`config.mk`:
```
export PLATFORM = sky130hd
export DESIGN_NAME = sequence_fetch_flat
export DESIGN_NICKNAME = d
export VERILOG_FILES = /design/src/rtl/sequence_fetch_if.sv /design/src/rtl/sequence_fetch.sv /design/src/flat_wrapper.sv
export SDC_FILE = /design/constraint.sdc
export NUM_CORES = 1
export LEC_CHECK = 0
export BUFFER_PORTS_ARGS = -buffer_cell sky130_fd_sc_hd__buf_2
export CAP_MARGIN = 20
export CORE_MARGIN = 5
export CORE_UTILIZATION = 46
export CTS_CLUSTER_DIAMETER = 120
export DETAILED_ROUTE_END_ITERATION = 8
export PLACE_DENSITY_LB_ADDON = 0.1
export SYNTH_ARGS = -nofsm -noshare
export SYNTH_HDL_FRONTEND = slang
export SYNTH_SLANG_ARGS = --single-unit
export TNS_END_PERCENT = 5
```
`constraint.sdc`:
```
create_clock -name clk -period 2.2 [get_ports clk]
set_clock_uncertainty 0.2 [all_clocks]
set_input_delay 0.66 -clock clk [delete_from_list [all_inputs] [get_ports clk]]
set_output_delay 0.66 -clock clk [all_outputs]
set_load 0.01 [all_outputs]
```
`src/rtl/sequence_fetch_if.sv`:
```
// Digit stream handshake between sequence_fetch and its consumer.
// The master drives digit/digitValid; the slave answers with digitReady.
interface sequence_fetch_if #(
  parameter int DIGIT_W = 4
);
  logic [DIGIT_W-1:0] digit;
  logic               digitValid;
  logic               digitReady;

  modport master (
    output digit,
    output digitValid,
    input  digitReady
  );

  modport slave (
    input  digit,
    input  digitValid,
    output digitReady
  );
endinterface

```
`src/rtl/sequence_fetch.sv`:
```
// Reads one stored sequence by index from the sequence RAM and
// presents it as a whole word and as an MSB-first digit stream.
module sequence_fetch #(
  parameter int DATA_W  = 20,
  parameter int ADDR_W  = 5,
  parameter int DIGIT_W = 4
) (
  input  logic              clk,
  input  logic              rst,
  input  logic              fetch,
  input  logic [ADDR_W-1:0] fetchAddr,
  input  logic [ADDR_W:0]   wrCount,
  input  logic [DATA_W-1:0] RAM_data,
  output logic [ADDR_W-1:0] RAM_addr,
  output logic              RAM_R,
  output logic [DATA_W-1:0] Seq_out,
  output logic              seqValid,
  output logic              busy,
  output logic              err,
  sequence_fetch_if.master  dq
);

  localparam int NDIG   = DATA_W / DIGIT_W;
  localparam int REST_W = DATA_W - DIGIT_W;
  localparam int CNT_W  = $clog2(NDIG);
  localparam logic [CNT_W-1:0] LAST = CNT_W'(NDIG - 1);

  typedef enum logic [1:0] {
    IDLE,
    READ,
    WAIT,
    SHIFT
  } state_t;

  state_t             state;
  logic [REST_W-1:0]  rest;
  logic [CNT_W-1:0]   cnt;
  logic               in_range;

  // Extend the index so a full store (count 32) still compares correctly.
  assign in_range = {1'b0, fetchAddr} < wrCount;

  always_ff @(posedge clk or negedge rst) begin
    if (!rst) begin
      state         <= IDLE;
      RAM_addr      <= '0;
      RAM_R         <= 1'b0;
      Seq_out       <= '0;
      seqValid      <= 1'b0;
      busy          <= 1'b0;
      err           <= 1'b0;
      rest          <= '0;
      cnt           <= '0;
      dq.digit      <= '0;
      dq.digitValid <= 1'b0;
    end else begin
      seqValid <= 1'b0;
      err      <= 1'b0;
      unique case (state)
        IDLE: begin
          if (fetch) begin
            if (in_range) begin
              RAM_addr <= fetchAddr;
              RAM_R    <= 1'b1;
              busy     <= 1'b1;
              state    <= READ;
            end else begin
              err <= 1'b1;
            end
          end
        end
        READ: begin
          RAM_R <= 1'b0;
          state <= WAIT;
        end
        WAIT: begin
          Seq_out       <= RAM_data;
          seqValid      <= 1'b1;
          dq.digit      <= RAM_data[DATA_W-1 -: DIGIT_W];
          rest          <= RAM_data[REST_W-1:0];
          dq.digitValid <= 1'b1;
          cnt           <= '0;
          state         <= SHIFT;
        end
        SHIFT: begin
          if (dq.digitReady) begin
            if (cnt == LAST) begin
              dq.digitValid <= 1'b0;
              busy          <= 1'b0;
              state         <= IDLE;
            end else begin
              dq.digit <= rest[REST_W-1 -: DIGIT_W];
              rest     <= rest << DIGIT_W;
              cnt      <= cnt + 1'b1;
            end
          end
        end
        default: state <= IDLE;
      endcase
    end
  end

endmodule

```
`src/flat_wrapper.sv`:
```
// flat-port wrapper written by rule: the top's interface ports become plain ports
module sequence_fetch_flat 
#(
  parameter int DATA_W  = 20,
  parameter int ADDR_W  = 5,
  parameter int DIGIT_W = 4
)
  (clk, rst, fetch, fetchAddr, wrCount, RAM_data, RAM_addr, RAM_R, Seq_out, seqValid, busy, err, dq_digit, dq_digitValid, dq_digitReady);
  sequence_fetch_if #(.DIGIT_W(DIGIT_W)) dq_i ();
  input  logic clk;
  input  logic rst;
  input  logic fetch;
  input  logic [ADDR_W-1:0] fetchAddr;
  input  logic [ADDR_W:0] wrCount;
  input  logic [DATA_W-1:0] RAM_data;
  output logic [ADDR_W-1:0] RAM_addr;
  output logic RAM_R;
  output logic [DATA_W-1:0] Seq_out;
  output logic seqValid;
  output logic busy;
  output logic err;
  output wire logic [$bits(dq_i.digit)-1:0] dq_digit;
  output wire logic [$bits(dq_i.digitValid)-1:0] dq_digitValid;
  input wire logic [$bits(dq_i.digitReady)-1:0] dq_digitReady;
  assign dq_digit = dq_i.digit;
  assign dq_digitValid = dq_i.digitValid;
  assign dq_i.digitReady = dq_digitReady;
  sequence_fetch #(.DATA_W(DATA_W), .ADDR_W(ADDR_W), .DIGIT_W(DIGIT_W)) u_core (.clk(clk), .rst(rst), .fetch(fetch), .fetchAddr(fetchAddr), .wrCount(wrCount), .RAM_data(RAM_data), .RAM_addr(RAM_addr), .RAM_R(RAM_R), .Seq_out(Seq_out), .seqValid(seqValid), .busy(busy), .err(err), .dq(dq_i));
endmodule
```
==> flow_summary.json <==
{
  "synth_mux_area_share_pct": 20.04,
  "grt_pass1_vias": 1788,
  "fillerInstances": 495,
  "arrival_ns": 2.06,
  "nets": 330,
  "cts_setup_buffers": 0,
  "stdcell_count": 358,
  "rsz0062_at_grt": "no",
  "cts_buffers": 5,
  "syn_to_final_growth_pct": 22.96,
  "period_minus_slack_ns": 2.064,
  "crit_family": "simple AND/OR/NAND/NOR gates",
  "grt_usage_pct": 14.52,
  "tns_ns": 0,
  "syn_avg_cell_area_um2": 12.10,
  "clk_latency_ns": 0.30,
  "final-setup-viol-count": 0,
  "crit_fanout": 6,
  "drive_gt1_share_pct": 42.31,
  "core_um2": 5439,
  "hold_class": "in -> async",
  "htreeDepth": 2,
  "grt_antenna_before_repair": 0,
  "drc": 0,
  "first_iter_violations": 49,
  "design_area_um2": 3109,
  "routed_wl_mm": 4.764,
  "crit_buf_inv": 1,
  "syn_area_um2": 2529,
  "cts_sinks": 55,
  "cp-end-kind": "register",
  "drt_pass1_iterations": 4,
  "ys_ff_latch": 55,
  "cts_root_buffer": "clkbuf_8",
  "period_share_pct": 93.82,
  "vias": 1732,
  "placed_cells": 350,
  "synthCells": 209,
  "cpPeakStageDelay_ns": 0.39,
  "maxCapViolations": 0,
  "worst_slew_margin_rel_pct": 74.66,
  "cp.required_ns": 2.20,
  "numPortBuffers": 68,
  "drv_slew": 0,
  "cts_buffer_depth": 2,
  "synth_top_family_by_area": "multiplexers",
  "postRouteAntennaNets": 0,
  "regToRegSetupSlack_ns": 0.32,
  "ys_types": 32,
  "synth-compound-area-share_pct": 9.797,
  "die_y_um": 84.14,
  "antenna_cells": 0,
  "path_class": "in -> reg",
  "vias_per_cell": 4.838,
  "hold_viol": 0,
  "io_pins": 69,
  "met3_length_um": 267,
  "clk_pin_slew_worst_paths_ns": 0.10,
  "cp-startpoint": "fetchAddr[3]",
  "rr_startpoint": "u_core.cnt[0]",
  "grt_pass1_wl_mm": 8.445,
  "cts_tree": "built",
  "placed_area_um2": 3005,
  "synth_simple_gate_area_share_pct": 6.878,
  "synthXorXnorAreaFrac_pct": 0.3464,
  "worst_pin_slew_ns": 0.3789,
  "highest_layer": "met4",
  "final_common_cell": "buf_2",
  "dpl.hpwl_mm": 3.547,
  "post_cts_resized": 0,
  "ys_seq_area_share_pct": 54.43,
  "seq_area_um2": 1376,
  "status": "complete, no violations",
  "rows": 27,
  "ys_warn_count": 0,
  "start_kind": "input port",
  "overflow": 0,
  "syn-num-nets": 254,
  "p_leak_uw": 0.001502,
  "met2_wirelength_mm": 2.285,
  "synth_adder_area_share_pct": 4.948,
  "fmax_mhz": 484.5,
  "crit_chain": "buf_2 -> ha_1 -> a211oi_1 -> or3_4 -> o211ai_2 -> mux2_2",
  "die_w_um": 84.14,
  "vdd_ir_drop_max_mv": 0.6811,
  "gp_congestion": 0.7577,
  "grt_max_degree": 56,
  "hold_buffers": 0,
  "die-area_um2": 7080,
  "multi_input_area_um2": 1066,
  "start_util_pct": 46.49,
  "wl_met1_mm": 2.163,
  "layout_common_cells": "68 x buf_2, 55 x dfrtp_1, 25 x mux2_2",
  "wire_per_inst_um": 13.31,
  "power.density_nw_per_um2": 1362,
  "critPathSlowestCell": "or3_4"
}
## Yosys cell counts, drive strengths merged
cell | instances | area [um2]
a21o | 1 | 7.510
mux2i | 21 | 210.2
nand4b | 1 | 8.760
nor2 | 3 | 11.26
a211oi | 1 | 7.510
nand4 | 1 | 6.260
or3 | 1 | 11.26
a21boi | 1 | 18.77
nor2b | 1 | 6.260
inv | 10 | 37.54
buf | 6 | 36.28
nand2 | 24 | 90.09
a21oi | 5 | 32.53
clkbuf | 4 | 16.26
o32a | 1 | 11.26
ha | 10 | 125.1
xnor2 | 1 | 8.760
o31ai | 2 | 15.01
dfrtp | 55 | 1376
mux2 | 26 | 296.5
nor3 | 1 | 5.000
o211ai | 2 | 25.02
and2 | 3 | 18.77
o22ai | 4 | 25.02
o21ai | 21 | 105.1
nand3 | 2 | 10.01
nand2b | 1 | 6.260
## worst reg2reg max path, delay by kind of cell, from the launching register on
kind                       cells  cell delay, ns
adders and majority gates      1            0.25
muxes                          1            0.31
AOI/OAI and AO/OA              1            0.14
DFF                            1            0.39
buffers and inverters          1            0.11
and+or+nand+nor                2            0.38
## layout make-up
type / instances / area share (%)
Timing Repair Buffer: 79 / 14.00
Clock buffer: 7 / 3.099
Multi-Input combinational cell: 134 / 34.29
Sequential cell: 55 / 44.27
Tap cell: 72 / 2.897
Clock inverter: 1 / 0.2414
Inverter: 10 / 1.207
## path summary, 6_finish.rpt
path                                      endpoint  depth (start not counted)
worst max-delay path            u_core.RAM_addr[4]                          6
worst min-delay path            u_core.RAM_addr[2]                          2
worst max register to register     u_core.state[1]                          6
worst min register to register     u_core.rest[11]                          2
max in group asynchronous        u_core.Seq_out[2]                          2
min in group clk                   u_core.rest[11]                          2
## cell families after synthesis
kind of cell,count (synthesis)
adder cells (fa/ha/maj),10
multiplexers,47
AND/OR/NAND/NOR,38
XOR/XNOR,1
AO/OA/AOI/OAI,38
flip-flops,55
buffers and inverters,20
## routing by layer
metal,global-route usage (%),up-vias
met5,0,-
met4,3.947,0
met3,4.220,4
met2,22.96,39
met1,19.60,807
li1,-,882
## per-stage QoR
step | hold slack [ns] | total power [uW] | utilization (%) | setup WS [ns]
floorplan | 0.1644 | 3071 | - | -0.009408
global placement | 0.2622 | 3648 | 55.26 | -0.1749
detailed placement | 0.2743 | 3695 | 55.26 | -0.1950
CTS | 0.1407 | 4315 | 57.17 | 0.1421
global route | 0.1655 | 4587 | 57.17 | 0.03707
finish | 0.1321 | 4235 | 57.17 | 0.1359
## power breakdown
part           switching, uW  total [uW]  internal [uW]
Sequential               240        1720           1480
Clock                    321         608            287
Combinational            952        1900            951
Total                   1510        4230           2720
## sequential cells by signal, indices dropped and copies added, names as in the netlist
signal	count
u_core.busy	1
u_core.rest	16
u_core.RAM_R	1
u_core.seqValid	1
u_core.Seq_out	20
u_core.err	1
u_core.dq.digitValid	1
u_core.cnt	3
u_core.RAM_addr	5
u_core.state	2
u_core.dq.digit	4
(Power assumes the default switching activity.)
